### config.mk
export PLATFORM = sky130hd
export DESIGN_NAME = nios_sys_onchip_mem_arbiter_flat
export DESIGN_NICKNAME = d
export VERILOG_FILES = /design/src/rtl/nios_sys_onchip_mem_arbiter_if.sv /design/src/rtl/nios_sys_onchip_mem_arbiter.sv /design/src/flat_wrapper.sv
export SDC_FILE = /design/constraint.sdc
export NUM_CORES = 1
export LEC_CHECK = 0
export ABC_CLOCK_PERIOD_IN_PS = 3200
export CORE_AREA = 5 5 95 97
export CTS_CLUSTER_DIAMETER = 40
export DETAILED_ROUTE_END_ITERATION = 10
export DIE_AREA = 0 0 100 102
export GPL_TIMING_DRIVEN = 0
export PLACE_DENSITY = 0.7
export REMOVE_ABC_BUFFERS = 1
export SLEW_MARGIN = 40
export SYNTH_ARGS = -nofsm -noshare
export SYNTH_HDL_FRONTEND = slang
export SYNTH_SLANG_ARGS = --single-unit
### constraint.sdc
create_clock -name clk -period 3.2 [get_ports clk]
set_input_delay 0.32 -clock clk [delete_from_list [all_inputs] [get_ports clk]]
set_output_delay 0.32 -clock clk [all_outputs]
set_load 0.1 [all_outputs]
### src/rtl/nios_sys_onchip_mem_arbiter_if.sv
`default_nettype none
// ============================================================================
// Module      : nios_sys_onchip_mem_arbiter_if
// Description : Bus bundle between the two requesters, the arbiter and the
//               on-chip RAM. The slave modport is the arbiter's view; the
//               master modport is the surrounding system's view.
// Revision    : 1.0 - initial release
// ============================================================================
interface nios_sys_onchip_mem_arbiter_if #(
    parameter int ADDR_W = 12
);
    logic [ADDR_W-1:0] m0_address;
    logic              m0_read;
    logic              m0_write;
    logic [3:0]        m0_byteenable;
    logic [31:0]       m0_writedata;
    logic              m0_waitrequest;
    logic [31:0]       m0_readdata;
    logic              m0_readdatavalid;

    logic [ADDR_W-1:0] m1_address;
    logic              m1_read;
    logic              m1_write;
    logic [3:0]        m1_byteenable;
    logic [31:0]       m1_writedata;
    logic              m1_waitrequest;
    logic [31:0]       m1_readdata;
    logic              m1_readdatavalid;

    logic [ADDR_W-1:0] ram_address;
    logic [3:0]        ram_byteenable;
    logic [31:0]       ram_writedata;
    logic              ram_chipselect;
    logic              ram_write;
    logic              ram_clken;
    logic [31:0]       ram_readdata;

    logic              oor_err;

    modport slave (
        input  m0_address, m0_read, m0_write, m0_byteenable, m0_writedata,
        output m0_waitrequest, m0_readdata, m0_readdatavalid,
        input  m1_address, m1_read, m1_write, m1_byteenable, m1_writedata,
        output m1_waitrequest, m1_readdata, m1_readdatavalid,
        output ram_address, ram_byteenable, ram_writedata,
        output ram_chipselect, ram_write, ram_clken,
        input  ram_readdata,
        output oor_err
    );

    modport master (
        output m0_address, m0_read, m0_write, m0_byteenable, m0_writedata,
        input  m0_waitrequest, m0_readdata, m0_readdatavalid,
        output m1_address, m1_read, m1_write, m1_byteenable, m1_writedata,
        input  m1_waitrequest, m1_readdata, m1_readdatavalid,
        input  ram_address, ram_byteenable, ram_writedata,
        input  ram_chipselect, ram_write, ram_clken,
        output ram_readdata,
        input  oor_err
    );
endinterface
`default_nettype wire

### src/rtl/nios_sys_onchip_mem_arbiter.sv
`default_nettype none
// ============================================================================
// Module      : nios_sys_onchip_mem_arbiter
// Description : Two-requester round-robin arbiter in front of a single-port
//               on-chip RAM with 1-cycle read latency. Out-of-range accesses
//               are accepted but never reach the RAM, return zero on reads
//               and set a sticky error flag.
// Revision    : 1.0 - initial release
// ============================================================================
module nios_sys_onchip_mem_arbiter #(
    parameter int DEPTH  = 2624,
    parameter int ADDR_W = 12
) (
    input  wire logic                   clk,
    input  wire logic                   reset,
    nios_sys_onchip_mem_arbiter_if.slave bus
);

    localparam logic [ADDR_W:0] c_depth = (ADDR_W+1)'(DEPTH);

    typedef enum logic [0:0] {
        PRI_M0 = 1'b0,
        PRI_M1 = 1'b1
    } prio_t;

    prio_t             r_prio;
    prio_t             w_prio_next;

    logic              w_req0;
    logic              w_req1;
    logic              w_gnt0;
    logic              w_gnt1;
    logic              w_any_gnt;
    logic              w_gnt_write;
    logic [ADDR_W-1:0] w_addr;
    logic              w_oor;

    logic              r_pend_valid;
    logic              r_pend_owner;   // 0 = m0, 1 = m1
    logic              r_pend_oor;
    logic              r_oor_err;

    // Request decode and grant: a lone requester always wins, a tie goes to
    // whichever requester the pointer currently favours.
    always_comb begin
        w_req0      = bus.m0_read | bus.m0_write;
        w_req1      = bus.m1_read | bus.m1_write;
        w_gnt0      = w_req0 & (~w_req1 | (r_prio == PRI_M0));
        w_gnt1      = w_req1 & (~w_req0 | (r_prio == PRI_M1));
        w_any_gnt   = w_gnt0 | w_gnt1;
        w_gnt_write = w_gnt1 ? bus.m1_write : (w_gnt0 & bus.m0_write);
        w_addr      = w_gnt1 ? bus.m1_address : bus.m0_address;
        w_oor       = ({1'b0, w_addr} >= c_depth);
    end

    // RAM side: m0 is the default source so the mux has no idle case; access
    // strobes are suppressed for out-of-range addresses and during reset.
    always_comb begin
        bus.ram_address    = w_addr;
        bus.ram_byteenable = w_gnt1 ? bus.m1_byteenable : bus.m0_byteenable;
        bus.ram_writedata  = w_gnt1 ? bus.m1_writedata  : bus.m0_writedata;
        bus.ram_chipselect = w_any_gnt & ~w_oor & ~reset;
        bus.ram_write      = w_any_gnt & w_gnt_write & ~w_oor & ~reset;
        bus.ram_clken      = 1'b1;
    end

    // Requester side: stall the loser, return read data to the pending owner.
    always_comb begin
        bus.m0_waitrequest   = w_req0 & ~w_gnt0 & ~reset;
        bus.m1_waitrequest   = w_req1 & ~w_gnt1 & ~reset;
        bus.m0_readdatavalid = r_pend_valid & ~r_pend_owner;
        bus.m1_readdatavalid = r_pend_valid &  r_pend_owner;
        bus.m0_readdata      = (bus.m0_readdatavalid & ~r_pend_oor) ? bus.ram_readdata : 32'd0;
        bus.m1_readdata      = (bus.m1_readdatavalid & ~r_pend_oor) ? bus.ram_readdata : 32'd0;
        bus.oor_err          = r_oor_err;
    end

    // Priority pointer next state: favour whoever lost the most recent grant.
    always_comb begin
        w_prio_next = r_prio;
        if (w_gnt0) begin
            w_prio_next = PRI_M1;
        end else if (w_gnt1) begin
            w_prio_next = PRI_M0;
        end
    end

    // Priority pointer register.
    always_ff @(posedge clk or posedge reset) begin
        if (reset) begin
            r_prio <= PRI_M0;
        end else begin
            r_prio <= w_prio_next;
        end
    end

    // Pending-read slot: one entry suffices because latency is fixed at 1.
    always_ff @(posedge clk or posedge reset) begin
        if (reset) begin
            r_pend_valid <= 1'b0;
            r_pend_owner <= 1'b0;
            r_pend_oor   <= 1'b0;
        end else begin
            r_pend_valid <= w_any_gnt & ~w_gnt_write;
            r_pend_owner <= w_gnt1;
            r_pend_oor   <= w_oor;
        end
    end

    // Sticky out-of-range flag, cleared only by reset.
    always_ff @(posedge clk or posedge reset) begin
        if (reset) begin
            r_oor_err <= 1'b0;
        end else if (w_any_gnt & w_oor) begin
            r_oor_err <= 1'b1;
        end
    end

endmodule
`default_nettype wire

### src/flat_wrapper.sv
// flat-port wrapper written by rule: the top's interface ports become plain ports
module nios_sys_onchip_mem_arbiter_flat 
#(
    parameter int DEPTH  = 2624,
    parameter int ADDR_W = 12
)
  (clk, reset, bus_m0_address, bus_m0_read, bus_m0_write, bus_m0_byteenable, bus_m0_writedata, bus_m0_waitrequest, bus_m0_readdata, bus_m0_readdatavalid, bus_m1_address, bus_m1_read, bus_m1_write, bus_m1_byteenable, bus_m1_writedata, bus_m1_waitrequest, bus_m1_readdata, bus_m1_readdatavalid, bus_ram_address, bus_ram_byteenable, bus_ram_writedata, bus_ram_chipselect, bus_ram_write, bus_ram_clken, bus_ram_readdata, bus_oor_err);
  nios_sys_onchip_mem_arbiter_if #(.ADDR_W(ADDR_W)) bus_i ();
  input  wire logic clk;
  input  wire logic reset;
  input wire logic [$bits(bus_i.m0_address)-1:0] bus_m0_address;
  input wire logic [$bits(bus_i.m0_read)-1:0] bus_m0_read;
  input wire logic [$bits(bus_i.m0_write)-1:0] bus_m0_write;
  input wire logic [$bits(bus_i.m0_byteenable)-1:0] bus_m0_byteenable;
  input wire logic [$bits(bus_i.m0_writedata)-1:0] bus_m0_writedata;
  output wire logic [$bits(bus_i.m0_waitrequest)-1:0] bus_m0_waitrequest;
  output wire logic [$bits(bus_i.m0_readdata)-1:0] bus_m0_readdata;
  output wire logic [$bits(bus_i.m0_readdatavalid)-1:0] bus_m0_readdatavalid;
  input wire logic [$bits(bus_i.m1_address)-1:0] bus_m1_address;
  input wire logic [$bits(bus_i.m1_read)-1:0] bus_m1_read;
  input wire logic [$bits(bus_i.m1_write)-1:0] bus_m1_write;
  input wire logic [$bits(bus_i.m1_byteenable)-1:0] bus_m1_byteenable;
  input wire logic [$bits(bus_i.m1_writedata)-1:0] bus_m1_writedata;
  output wire logic [$bits(bus_i.m1_waitrequest)-1:0] bus_m1_waitrequest;
  output wire logic [$bits(bus_i.m1_readdata)-1:0] bus_m1_readdata;
  output wire logic [$bits(bus_i.m1_readdatavalid)-1:0] bus_m1_readdatavalid;
  output wire logic [$bits(bus_i.ram_address)-1:0] bus_ram_address;
  output wire logic [$bits(bus_i.ram_byteenable)-1:0] bus_ram_byteenable;
  output wire logic [$bits(bus_i.ram_writedata)-1:0] bus_ram_writedata;
  output wire logic [$bits(bus_i.ram_chipselect)-1:0] bus_ram_chipselect;
  output wire logic [$bits(bus_i.ram_write)-1:0] bus_ram_write;
  output wire logic [$bits(bus_i.ram_clken)-1:0] bus_ram_clken;
  input wire logic [$bits(bus_i.ram_readdata)-1:0] bus_ram_readdata;
  output wire logic [$bits(bus_i.oor_err)-1:0] bus_oor_err;
  assign bus_i.m0_address = bus_m0_address;
  assign bus_i.m0_read = bus_m0_read;
  assign bus_i.m0_write = bus_m0_write;
  assign bus_i.m0_byteenable = bus_m0_byteenable;
  assign bus_i.m0_writedata = bus_m0_writedata;
  assign bus_m0_waitrequest = bus_i.m0_waitrequest;
  assign bus_m0_readdata = bus_i.m0_readdata;
  assign bus_m0_readdatavalid = bus_i.m0_readdatavalid;
  assign bus_i.m1_address = bus_m1_address;
  assign bus_i.m1_read = bus_m1_read;
  assign bus_i.m1_write = bus_m1_write;
  assign bus_i.m1_byteenable = bus_m1_byteenable;
  assign bus_i.m1_writedata = bus_m1_writedata;
  assign bus_m1_waitrequest = bus_i.m1_waitrequest;
  assign bus_m1_readdata = bus_i.m1_readdata;
  assign bus_m1_readdatavalid = bus_i.m1_readdatavalid;
  assign bus_ram_address = bus_i.ram_address;
  assign bus_ram_byteenable = bus_i.ram_byteenable;
  assign bus_ram_writedata = bus_i.ram_writedata;
  assign bus_ram_chipselect = bus_i.ram_chipselect;
  assign bus_ram_write = bus_i.ram_write;
  assign bus_ram_clken = bus_i.ram_clken;
  assign bus_i.ram_readdata = bus_ram_readdata;
  assign bus_oor_err = bus_i.oor_err;
  nios_sys_onchip_mem_arbiter #(.DEPTH(DEPTH), .ADDR_W(ADDR_W)) u_core (.clk(clk), .reset(reset), .bus(bus_i));
endmodule
# [Word-level counts from Yosys, hierarchy flattened]
# Index checks and enable logic that the tools add are counted.
[classes] eq_ne=0 reduce_logical=1 div=0 mux=8 n_shift=0 n_addsub=0 multipliers=0 bitwise_logic=33 order_cmp=1
[ops] operator="$mux 32" count=3
[ops] operator="$and 1x1->1" count=18
[ops] operator="$ge 12x12->1 const B" count=1
[ops] operator="$mux 12" count=1
[ops] operator="$not 1->1" count=10
[ops] operator="$or 1x1->1" count=5
[ops] operator="$mux 4" count=1
[ops] operator="$mux 1" count=3
[ops] operator="$reduce_bool 2->1" count=1
[word_totals] memories=0 latch_bits=0 mem_bits_rw=0 regBits=5 rom_bits=0

# [Logic depth before layout (Yosys ltp)]
# Gate-level depths: netlist (run 1).
[logic_depth] word_depth=9 mapped_depth=8 depth_no_buf=5

# [Least setup slack after synthesis (run 1)]
# OpenSTA, ideal clock, no wires.
[synth_timing] path_type="input port to output port" startpoint="input port bus_m0_address[8]" endpoint="output port bus_ram_write" cell_stages=4 path_buffers=0 t_required_ps=2880 t_arrival_ps=4112 setup_slack_ps=-1232 path_cell_list="or3_1 -> a21oi_1 -> o32ai_2 -> nor4b_1"
[synth_between] elab_chain_cells=5
[synth_rtl] element="from (decl)" line_no="flat_wrapper.sv:11" source="input wire logic [$bits(bus_i.m0_address)-1:0] bus_m0_address;"
[synth_rtl] element="$mux 12" line_no="nios_sys_onchip_mem_arbiter.sv:52" source="w_addr = w_gnt1 ? bus.m1_address : bus.m0_address;"
[synth_rtl] element="$ge 12x12->1" line_no="nios_sys_onchip_mem_arbiter.sv:53" source="w_oor = ({1'b0, w_addr} >= c_depth);"
[synth_rtl] element="net u_core.w_oor" line_no="nios_sys_onchip_mem_arbiter.sv:36" source="logic w_oor;"
[synth_rtl] element="$not 1->1" line_no="nios_sys_onchip_mem_arbiter.sv:63" source="bus.ram_write = w_any_gnt & w_gnt_write & ~w_oor & ~reset;"
[synth_rtl] element="$and 1x1->1 (2 in a row)" line_no="nios_sys_onchip_mem_arbiter.sv:63"
[synth_rtl] element="to (decl)" line_no="flat_wrapper.sv:31" source="output wire logic [$bits(bus_i.ram_write)-1:0] bus_ram_write;"
# The timed path passes the listed nets, and every way through them passes these cells.

# [Final worst setup path (run 1)]
[layout_timing] startpoint="input port bus_m1_write" endpoint="output port bus_ram_write"
[layout_between] word_cells_on_any_way=14 classes_between="order compare: 1; mux: 2; bitwise: 11"
[layout_lines] element="from (decl)" line_no="flat_wrapper.sv:21" source="input wire logic [$bits(bus_i.m1_write)-1:0] bus_m1_write;"
[layout_lines] element="$or 1x1->1" line_no="nios_sys_onchip_mem_arbiter.sv:47" source="w_req1 = bus.m1_read | bus.m1_write;"
[layout_lines] element="$and 1x1->1" line_no="nios_sys_onchip_mem_arbiter.sv:49" source="w_gnt1 = w_req1 & (~w_req0 | (r_prio == PRI_M1));"
[layout_lines] element="$mux 12" line_no="nios_sys_onchip_mem_arbiter.sv:52"
[layout_lines] element="$ge 12x12->1" line_no="nios_sys_onchip_mem_arbiter.sv:53"
[layout_lines] element="net u_core.w_oor" line_no="nios_sys_onchip_mem_arbiter.sv:36"
[layout_lines] element="$not 1->1" line_no="nios_sys_onchip_mem_arbiter.sv:63"
[layout_lines] element="$and 1x1->1 (2 in a row)" line_no="nios_sys_onchip_mem_arbiter.sv:63"
# The timed path passes the listed nets, and every way through them passes these cells.

==> results of run 1 <==
-- final timing paths --
| path | slack, ps | endpoint | cells after the start | from |
|---|---|---|---|---|
| max | 300 | bus_ram_write | 6 | bus_m1_write |
| min | 440 | u_core.r_pend_owner | 2 | reset |
| max reg2reg | 1480 | u_core.r_pend_owner | 3 | u_core.r_prio |
| min reg2reg | 470 | u_core.bus.oor_err | 1 | u_core.bus.oor_err |
| max in group asynchronous | 2590 | u_core.bus.oor_err | 2 | reset |
| min in group clk | 470 | u_core.bus.oor_err | 1 | u_core.bus.oor_err |
-- synth_stat cells --
cell	n	share of area, %
o32ai_2	1	1.2
buf_4	4	2.2
or2_0	1	0.46
o31a_1	1	0.65
o21ba_1	1	0.74
nor3b_1	1	0.56
nor4_1	2	0.93
conb_1	1	0.28
inv_1	3	0.84
nand2b_1	1	0.46
nor3_1	1	0.37
or3_1	2	0.93
nor2b_1	1	0.46
o21ai_0	3	1.1
clkbuf_1	8	2.2
nor2_1	3	0.84
a21o_1	1	0.56
nand2_1	142	40
and3b_1	1	0.65
buf_2	6	2.2
a31oi_1	1	0.46
a21oi_1	3	1.1
nor4b_1	2	1.3
dfrtp_1	5	9.3
inv_2	1	0.28
and2_1	65	30
-- critical path, cell delays in order --
cell and delay (ps):
clkdlybuf4s50_1 470, nor2_1 280, or2_4 530, o32ai_2 220
nor4b_1 280, buf_2 470
-- per-stage QoR --
stage / total power [W] / util, % / setup WS, ps / cell area [sq um]
detailed placement: 0.00181 / 41.4 / 269 / 3340
global placement: 0.00196 / 48.6 / -2670 / 3910
finish: 0.00191 / 42.0 / 296 / 3380
CTS: 0.00193 / 42.0 / 256 / 3380
floorplan: 0.00142 / - / -2550 / 1260
global route: 0.00198 / 42.0 / 63.5 / 3380
-- area by class of cell --
class                   instances  share of cell area (%)
clock buffers                   4                    1.33
inverters                       4                   0.518
multi-input cells             234                    33.2
flip-flops and latches          5                    3.70
well taps                     105                    3.88
repair buffers                254                    57.3
-- kinds of logic (layout without fill, tap and decap cells) --
family          Yosys count  count (layout)
simple gates            222             222
other cells               1               1
buf+inv                  22             262
compound gates           11              11
flops                     5               5
-- metal layers --
layer	wire, um	share of wire [%]
met4	27	0.33
met5	0	0
met1	2780	34
met2	4060	50
met3	1240	15
-- registers in the layout (all words and copies together) (netlist names) --
signal and count:
u_core.bus.oor_err 1, u_core.r_pend_oor 1, u_core.r_pend_owner 1, u_core.r_pend_valid 1, u_core.r_prio 1
-- power by group through the flow --
stage          registers (W)  logic [W]  clock network (W)
3_3_place_gp       0.0000793    0.00188                  0
6_report           0.0000797    0.00172           0.000112
2_1_floorplan      0.0000775    0.00135                  0
4_1_cts            0.0000798    0.00173           0.000115
5_1_grt            0.0000811    0.00178           0.000120
3_5_place_dp       0.0000805    0.00173                  0
==> metrics, run 1 <==
I/O pin count=254; sequential share of power=4.2%; maximum number of pins on one net before global-route repair=51; total negative setup slack=0 ps; most utilized layer in the global route result=met2; post-DP HPWL=7260 um; area of the core=0.00805 sq mm; netlist area before placement=0.00135 sq mm; area growth from synthesis to layout=151%; clock latency reported for the late side of the worst-skew pair=210 ps; arrival time reported for the critical path endpoint=2580 ps; M1 GR Usage=14.2%; count of warnings emitted by yosys=0; input/output buffers=252; worst setup skew after layout=0.799 ps; register area share after synthesis=9.29%; Layout fillers=870; via total after detailed routing=2421; part of the total power dissipated in the clock network=5.9%; Seq. cell area=125 sq um; setup repair after global routing missed its margin=no; mean routed wirelength per cell=13.4 um; Antenna Nets Post-Route=0; synthesized-area fraction occupied by adder cells=0%; total of flip-flops plus latches after synthesis=5; global router's overall resource usage=14.1%; layout cell share with drive strength beyond 1=25.7%; number of cells produced by synthesis=261; maximum fanout count along the critical path=50; Starting Density=16.7%; Comb pwr share=89.9%; overall die area=0.0102 sq mm; worst setup path category=in2out; DR iter-0 viols=48; Synth Area per Inst=5.16 sq um; Simple-Gate Fraction of Synth Area=76.8%; power per standard cell area=564 mW/mm^2; total number of clock tree sinks=5; master cell of the clock root buffer=clkbuf_8; type of the worst min-delay path=in2async; Antenna diodes=0; net switching power figure=0.00142 W; number of detailed-route iterations in the first pass=4; cell total after placement=602; xor-xnor portion of the synthesized cell area=0%; number of CTS-inserted buffers=3; total length of routed wires=8110 um; DRC viols=0; first-pass GRT wire length=11800 um; final slew viol count=0; final period demand of the worst path=2900 ps; Internal=0.000487 W; most common library cell in the layout ignoring fill and taps=nand2_1; met3 track demand over resource in global routing=6.96%; startpoint kind of the worst setup timing path=input port; Final Hold Slack=441 ps; CTS tree=built; post-CTS setup buffer count=0; most frequent cells in the layout=nand2_1, clkdlybuf4s50_1, buf_2, and2_1, dfrtp_1; Resized cells post-CTS=0; max_cap viols=0; Final Instance Count excl. Fillers=606; vias in the first global route=2384; buffer levels on the longest clock path=2; row cnt=33; GPL Wtd Cong=0.781; met2 Usage GRT=26.9%; Netlist cell types=26; Clock H-tree levels=1; Final period util=90.8%; f_max=0.344 GHz; Die X-Extent=100 um; Die Height=102 um; share of total power consumed by net switching=74.5%; worst ir drop on vdd=0.395 mV; worst max-slew margin expressed relative to the limit=63.4%; ratio of routed vias to standard cells=4.00; final hold vios=0; type of destination of the critical path=output port; result of the run=finished clean; antenna violations before repair=0; post-cts hold buffer count=0; worst slew pin tran=544 ps; main combinational cell family by area after synthesis=simple AND/OR/NAND/NOR gates; share of the synthesized area in compound gates (AO/OA/AOI/OAI)=5.86%; Leakage=1.87 nW; Setup Viol. Count Final=0; required time of the worst setup path=2880 ps; proportion of synthesized area in mux cells=0%; Layout Nets=636; total overflow reported by the global router=0; footprint of the multi-input gates=0.00112 sq mm; Clk pin slew, worst setup/hold paths=30 ps
No activity file was read; power rests on OpenSTA's default activity.
==> inputs of run 2 (changes only) <==
CORE_AREA = 2 2 100 102   (was 5 5 95 97)
CTS_BUF_LIST = sky130_fd_sc_hd__clkbuf_16   (was default)
DIE_AREA = 0 0 102 104   (was 0 0 100 102)
PLACE_DENSITY = default   (was 0.7)
==> run 2 against run 1 <==
- combinational power about the same
- via count increased by 1.9%
- sequential power about the same
- count of clock-buffer cells in the layout decreased by 1
- power increased by 5.1%
- global-route usage decreased by 0.46 points
- non-clock buffer count increased by 1
- critical path type unchanged
==> metrics, run 2 (synthesized netlist as in run 1, its figures left out) <==
slowest stage delay, CP=540 ps (was 530 ps); Die X-Extent=102 um (was 100 um); worst setup path category=in2out (unchanged); Final period util=93.5% (was 90.8%); required time of the worst setup path=2880 ps (about the same); flop2flop setup slack=1440 ps (was 1480 ps); vias in the first global route=2319 (was 2384); master cell of the clock root buffer=clkbuf_16 (was clkbuf_8); via total after detailed routing=2468 (was 2421); type of destination of the critical path=output port (unchanged); max_cap viols=0 (unchanged); ratio of routed vias to standard cells=3.89 (was 4.00); global router's overall resource usage=13.6% (was 14.1%); DRC viols=0 (unchanged); total overflow reported by the global router=0 (unchanged); Seq. cell area=125 sq um (unchanged); I/O pin count=254 (unchanged); post-CTS setup buffer count=0 (unchanged); worst setup skew after layout=0.680 ps (was 0.799 ps); final period demand of the worst path=2990 ps (was 2900 ps); total negative setup slack=0 ps (unchanged); Clk pin slew, worst setup/hold paths=30 ps (about the same); buffer levels on the longest clock path=2 (unchanged); CTS tree=built (unchanged); Starting Density=14.1% (was 16.7%); most frequent cells in the layout=nand2_1, clkdlybuf4s50_1, buf_2, and2_1, dfrtp_1 (unchanged); Worst path slowest cell=or2_4 (unchanged); type of the worst min-delay path=in2async (unchanged); number of detailed-route iterations in the first pass=4 (unchanged); cell depth of the worst flop-to-flop path=4 (was 3); setup repair after global routing missed its margin=no (unchanged); launch instance of the worst register-to-register path=u_core.r_prio (unchanged); area growth from synthesis to layout=157% (was 151%); worst ir drop on vdd=0.297 mV (was 0.395 mV); Die Height=104 um (was 102 um); worst slew pin tran=569 ps (was 544 ps); mean routed wirelength per cell=12.8 um (was 13.4 um); maximum number of pins on one net before global-route repair=51 (unchanged); final slew viol count=0 (unchanged); post-cts hold buffer count=0 (unchanged); maximum fanout count along the critical path=50 (unchanged); total length of routed wires=8100 um (was 8110 um); GPL Wtd Cong=0.813 (was 0.781); Finished Core Util=36.2% (was 42.0%); most common library cell in the layout ignoring fill and taps=nand2_1 (unchanged); post-DP HPWL=7190 um (was 7260 um); antenna violations before repair=0 (unchanged); power per standard cell area=580 mW/mm^2 (was 564 mW/mm^2); worst path cell trace=clkdlybuf4s50_1 > nor2_1 > or2_4 > o32ai_2 > nor4b_1 > buf_2 (unchanged); total number of clock tree sinks=5 (unchanged); layout cell share with drive strength beyond 1=25.9% (was 25.7%); clock latency reported for the late side of the worst-skew pair=220 ps (was 210 ps); footprint of the multi-input gates=0.00112 sq mm (unchanged); result of the run=finished clean (unchanged); worst max-slew margin expressed relative to the limit=62.0% (was 63.4%); Antenna diodes=0 (unchanged); input/output buffers=252 (unchanged); Clock H-tree levels=1 (unchanged); DR iter-0 viols=77 (was 48); f_max=0.334 GHz (was 0.344 GHz); startpoint kind of the worst setup timing path=input port (unchanged); Antenna Nets Post-Route=0 (unchanged); arrival time reported for the critical path endpoint=2670 ps (was 2580 ps); overall die area=0.0106 sq mm (was 0.0102 sq mm); Layout Nets=637 (was 636); number of CTS-inserted buffers=3 (unchanged); final hold vios=0 (unchanged); terminus of the critical flop-to-flop path=u_core.bus.oor_err (was u_core.r_pend_owner); Layout fillers=1069 (was 870); Leakage=1.90 nW (was 1.87 nW); Setup Viol. Count Final=0 (unchanged); first-pass GRT wire length=11600 um (was 11800 um); area of the core=0.00955 sq mm (was 0.00805 sq mm); row cnt=36 (was 33); Resized cells post-CTS=0 (unchanged)
==> run 2: cell types whose count changed in the layout (fill, tap and decap cells not counted) <==
cell	before	now
clkbuf_16	0	3
buf_4	1	2
clkbuf_8	3	0
clkbuf_1	1	0
inv_1	3	4
==> run 2: final cells by class <==
class	instances	area share, %
clock buffers	3	2.17
clock inverters	1	0.108
inverters	4	0.506
multi-input cells	234	32.5
flip-flops and latches	5	3.62
well taps	133	4.81
repair buffers	255	56.3
==> run 2: worst max-delay path by stage <==
stage	slack (ps)	start	endpoint
after floorplan	-2550	u_core.r_prio	bus_ram_write
after global placement	-2780	bus_m1_write	bus_ram_writedata[25]
after detailed placement	190	bus_m1_write	bus_ram_write
after CTS	170	bus_m1_write	bus_ram_write
after global routing	10	bus_m1_write	bus_ram_write
final	210	bus_m1_write	bus_ram_write
==> run 2: critical path: cells and delay by family <==
family	cells	cell delay, ps
compound gates	1	230
buf+inv	2	960
simple gates	3	1130
==> run 2: power breakdown <==
| part | internal, W | switching (W) |
|---|---|---|
| Clock | 0.000162 | 0.0000387 |
| Combinational | 0.000332 | 0.00139 |
| Sequential | 0.0000715 | 0.00000820 |
| Total | 0.000565 | 0.00144 |
==> run 2: stage by stage <==
stage | area (sq um) | worst slack, ps | total power (W) | hold WS (ps) | instances
final | 3460 | 207 | 0.00201 | 425 | 635
after global routing | 3460 | 12.0 | 0.00209 | 474 | 635
after CTS | 3460 | 174 | 0.00202 | 442 | 635
after detailed placement | 3380 | 186 | 0.00182 | 447 | 631
after global placement | 3950 | -2780 | 0.00196 | 447 | 628
after floorplan | 1260 | -2550 | 0.00142 | 98.5 | 243
==> run 2: layer usage <==
layer,wire [um],global-route usage (%),part of all wire (%)
met5,0,0,0
met4,102,3.14,1.3
met3,1060,4.91,13
met2,4120,27.2,51
met1,2820,12.8,35
==> inputs of run 3 (changes only) <==
ABC_AREA = 1   (was default)
==> run 3 against run 2 <==
- via count rose by 7.4%
- combinational power rose by 15%
- maximum frequency increased by 2.4%
- worst setup slack improved by 71 ps
- area after synthesis increased by 4.4%
- synthesized cell count up 21%
- critical path depth is 3 higher
- non-clock buffer count is 1 higher
- power is 13% higher
==> metrics, run 3 <==
result of the run=finished clean (unchanged); Clk pin slew, worst setup/hold paths=30 ps (about the same); setup repair after global routing missed its margin=no (unchanged); Die Height=104 um (unchanged); total of flip-flops plus latches after synthesis=5 (unchanged); ratio of routed vias to standard cells=3.83 (was 3.89); Starting Density=14.7% (was 14.1%); Overall Power=0.00227 W (was 0.00201 W); most repeated cell in the gate-level netlist after synthesis=nand2_1 (unchanged); global router's overall resource usage=13.2% (was 13.6%); startpoint kind of the worst setup timing path=input port (unchanged); Netlist cell types=26 (unchanged); worst setup skew after layout=0.918 ps (was 0.680 ps); terminus of the critical flop-to-flop path=u_core.bus.oor_err (unchanged); worst max-slew margin expressed relative to the limit=62.1% (was 62.0%); Finished Core Util=37.1% (was 36.2%); number of flops mapped to enable cells by yosys=0 (unchanged); total length of routed wires=7730 um (was 8100 um); maximum fanout count along the critical path=51 (was 50); netlist area before placement=0.00141 sq mm (was 0.00135 sq mm); master cell of the clock root buffer=clkbuf_16 (unchanged); Resized cells post-CTS=0 (unchanged); worst ir drop on vdd=0.302 mV (was 0.297 mV); mean routed wirelength per cell=11.2 um (was 12.8 um); row cnt=36 (unchanged); area of the core=0.00955 sq mm (unchanged); required time of the worst setup path=2880 ps (about the same); DR iter-0 viols=72 (was 77); total number of clock tree sinks=5 (unchanged); cells taking the most area after synthesis=nand2_1, nor2_1, inv_1, dfrtp_1, buf_2 (was nand2_1, and2_1, dfrtp_1, buf_2, buf_4); type of the worst min-delay path=in2async (unchanged); number of CTS-inserted buffers=3 (unchanged); crit path launch=bus_m0_write (was bus_m1_write); most common flop cell mapped by yosys=dfrtp_1 (unchanged); via total after detailed routing=2651 (was 2468); termination of the worst setup path=bus_ram_write (unchanged); cell depth of the worst flop-to-flop path=10 (was 4); worst setup path category=in2out (unchanged); overall die area=0.0106 sq mm (unchanged); max_cap viols=0 (unchanged); post-placement cell area=0.00344 sq mm (was 0.00338 sq mm); worst slew pin tran=566 ps (was 569 ps); most frequent cells in the layout=nand2_1, clkdlybuf4s50_1, buf_2, nor2_1, inv_1 (was nand2_1, clkdlybuf4s50_1, buf_2, and2_1, dfrtp_1); final instance area=0.00354 sq mm (was 0.00346 sq mm); maximum number of pins on one net before global-route repair=52 (was 51); share of async-settable or async-resettable flops after synthesis=100% (unchanged); post-DP HPWL=6810 um (was 7190 um); top cells by instance count after synthesis=nand2_1, nor2_1, inv_1, clkbuf_1 (was nand2_1, and2_1, clkbuf_1, buf_2, dfrtp_1); number of cells produced by synthesis=316 (was 261); DRC viols=0 (unchanged); final slew viol count=0 (unchanged); GPL Wtd Cong=0.744 (was 0.813); register area share after synthesis=8.90% (was 9.29%); Antenna diodes=0 (unchanged); largest area contributor in the synthesized netlist=nand2_1 (unchanged); flop2flop setup slack=1520 ps (was 1440 ps); area share of the largest cell type after synthesis=40.1% (was 39.6%); area growth from synthesis to layout=152% (was 157%); CTS tree=built (unchanged); number of detailed-route iterations in the first pass=6 (was 4); first-pass GRT wire length=11400 um (was 11600 um); input/output buffers=252 (unchanged); type of destination of the critical path=output port (unchanged); Final period util=91.3% (was 93.5%); vias in the first global route=2468 (was 2319); layout cell share with drive strength beyond 1=24.8% (was 25.9%); most common library cell in the layout ignoring fill and taps=nand2_1 (unchanged); Die X-Extent=102 um (unchanged); Layout Nets=695 (was 637); launch instance of the worst register-to-register path=u_core.r_prio (unchanged); Antenna Nets Post-Route=0 (unchanged); Synth Area per Inst=4.45 sq um (was 5.16 sq um); arrival time reported for the critical path endpoint=2600 ps (was 2670 ps); I/O pin count=254 (unchanged); f_max=0.342 GHz (was 0.334 GHz); final period demand of the worst path=2920 ps (was 2990 ps); final hold vios=0 (unchanged); total overflow reported by the global router=0 (unchanged); Setup Viol. Count Final=0 (unchanged); count of warnings emitted by yosys=0 (unchanged); Leakage=2.14 nW (was 1.90 nW); buffer levels on the longest clock path=2 (unchanged); power per standard cell area=640 mW/mm^2 (was 580 mW/mm^2); Clock H-tree levels=1 (unchanged); antenna violations before repair=0 (unchanged); clock latency reported for the late side of the worst-skew pair=230 ps (was 220 ps)
==> run 3: cell types whose count changed in the layout (fill, tap and decap cells not counted), sizes merged, moves of 3 or more <==
cell | before | now
and2 | 65 | 0
inv | 5 | 51
nand2 | 142 | 154
nand3 | 0 | 6
nand3b | 0 | 3
nor2 | 3 | 74
==> run 3: logic make-up (layout without fill, tap and decap cells) <==
kind of cell / Yosys count / in the layout / share of synthesized area, %
AOI/OAI and AO/OA: 5 / 5 / 3.03
other: 1 / 1 / 0.267
buffers and inverters: 66 / 310 / 19.1
and+or+nand+nor: 239 / 239 / 68.7
DFF: 5 / 5 / 8.90
==> run 3: per-stage QoR <==
step / TNS [ps] / hold WS, ps / cells / setup slack (ps)
finish: 0 / 408 / 693 / 279
global route: 0 / 441 / 693 / 55.2
CTS: 0 / 415 / 690 / 100
detailed placement: 0 / 449 / 686 / 104
global placement: -17750 / 453 / 685 / -813
floorplan: -48170 / 107 / 300 / -1250
==> run 3: timing repair <==
item,4_1_cts,5_1_grt
setup endpoints to repair,0,2
hold buffers,0,0
setup buffers,0,3
==> run 3: how the worst min path moves through the flow <==
stage / endpoint / slack (ps) / depth (start not counted)
after CTS: u_core.r_prio / 410 / 2
after detailed placement: u_core.bus.oor_err / 450 / 2
after global routing: u_core.r_pend_oor / 440 / 2
after floorplan: u_core.bus.oor_err / 110 / 1
final: u_core.r_pend_oor / 410 / 2
after global placement: u_core.bus.oor_err / 450 / 2
==> run 3: metal layers <==
layer / vias to the layer above / global-route usage (%) / wire, um
met5: - / 0 / 0
met4: 0 / 2.86 / 63
li1: 1387 / - / -
met2: 156 / 26.0 / 3890
met3: 4 / 3.29 / 920
met1: 1104 / 13.4 / 2860
==> run 3: report_power, final <==
| part | switching [W] | total, W | internal (W) | leakage (nW) |
|---|---|---|---|---|
| combinational | 0.00163 | 0.00199 | 0.000353 | 2.04 |
| clock | 0.0000410 | 0.000203 | 0.000162 | 0.0423 |
| sequential | 0.00000389 | 0.0000773 | 0.0000734 | 0.0564 |
| total | 0.00168 | 0.00227 | 0.000588 | 2.14 |
==> run 3: worst max-delay path, cell delays in order <==
cell and delay, ps:
clkdlybuf4s50_1 500, o21ai_4 320, nand2_4 350, nand2_1 150
nand2_1 140, o21bai_2 210, nand3_1 80, nor2_1 80
buf_2 430
==> run 3: final cells by class <==
cell class / count / area, sq um
flip-flops and latches: 5 / 125
fillers: 1090 / 6010
inverters: 50 / 190
clock inverters: 1 / 3.75
well taps: 133 / 166
repair buffers: 256 / 1960
clock buffers: 3 / 75.1
multi-input cells: 245 / 1020
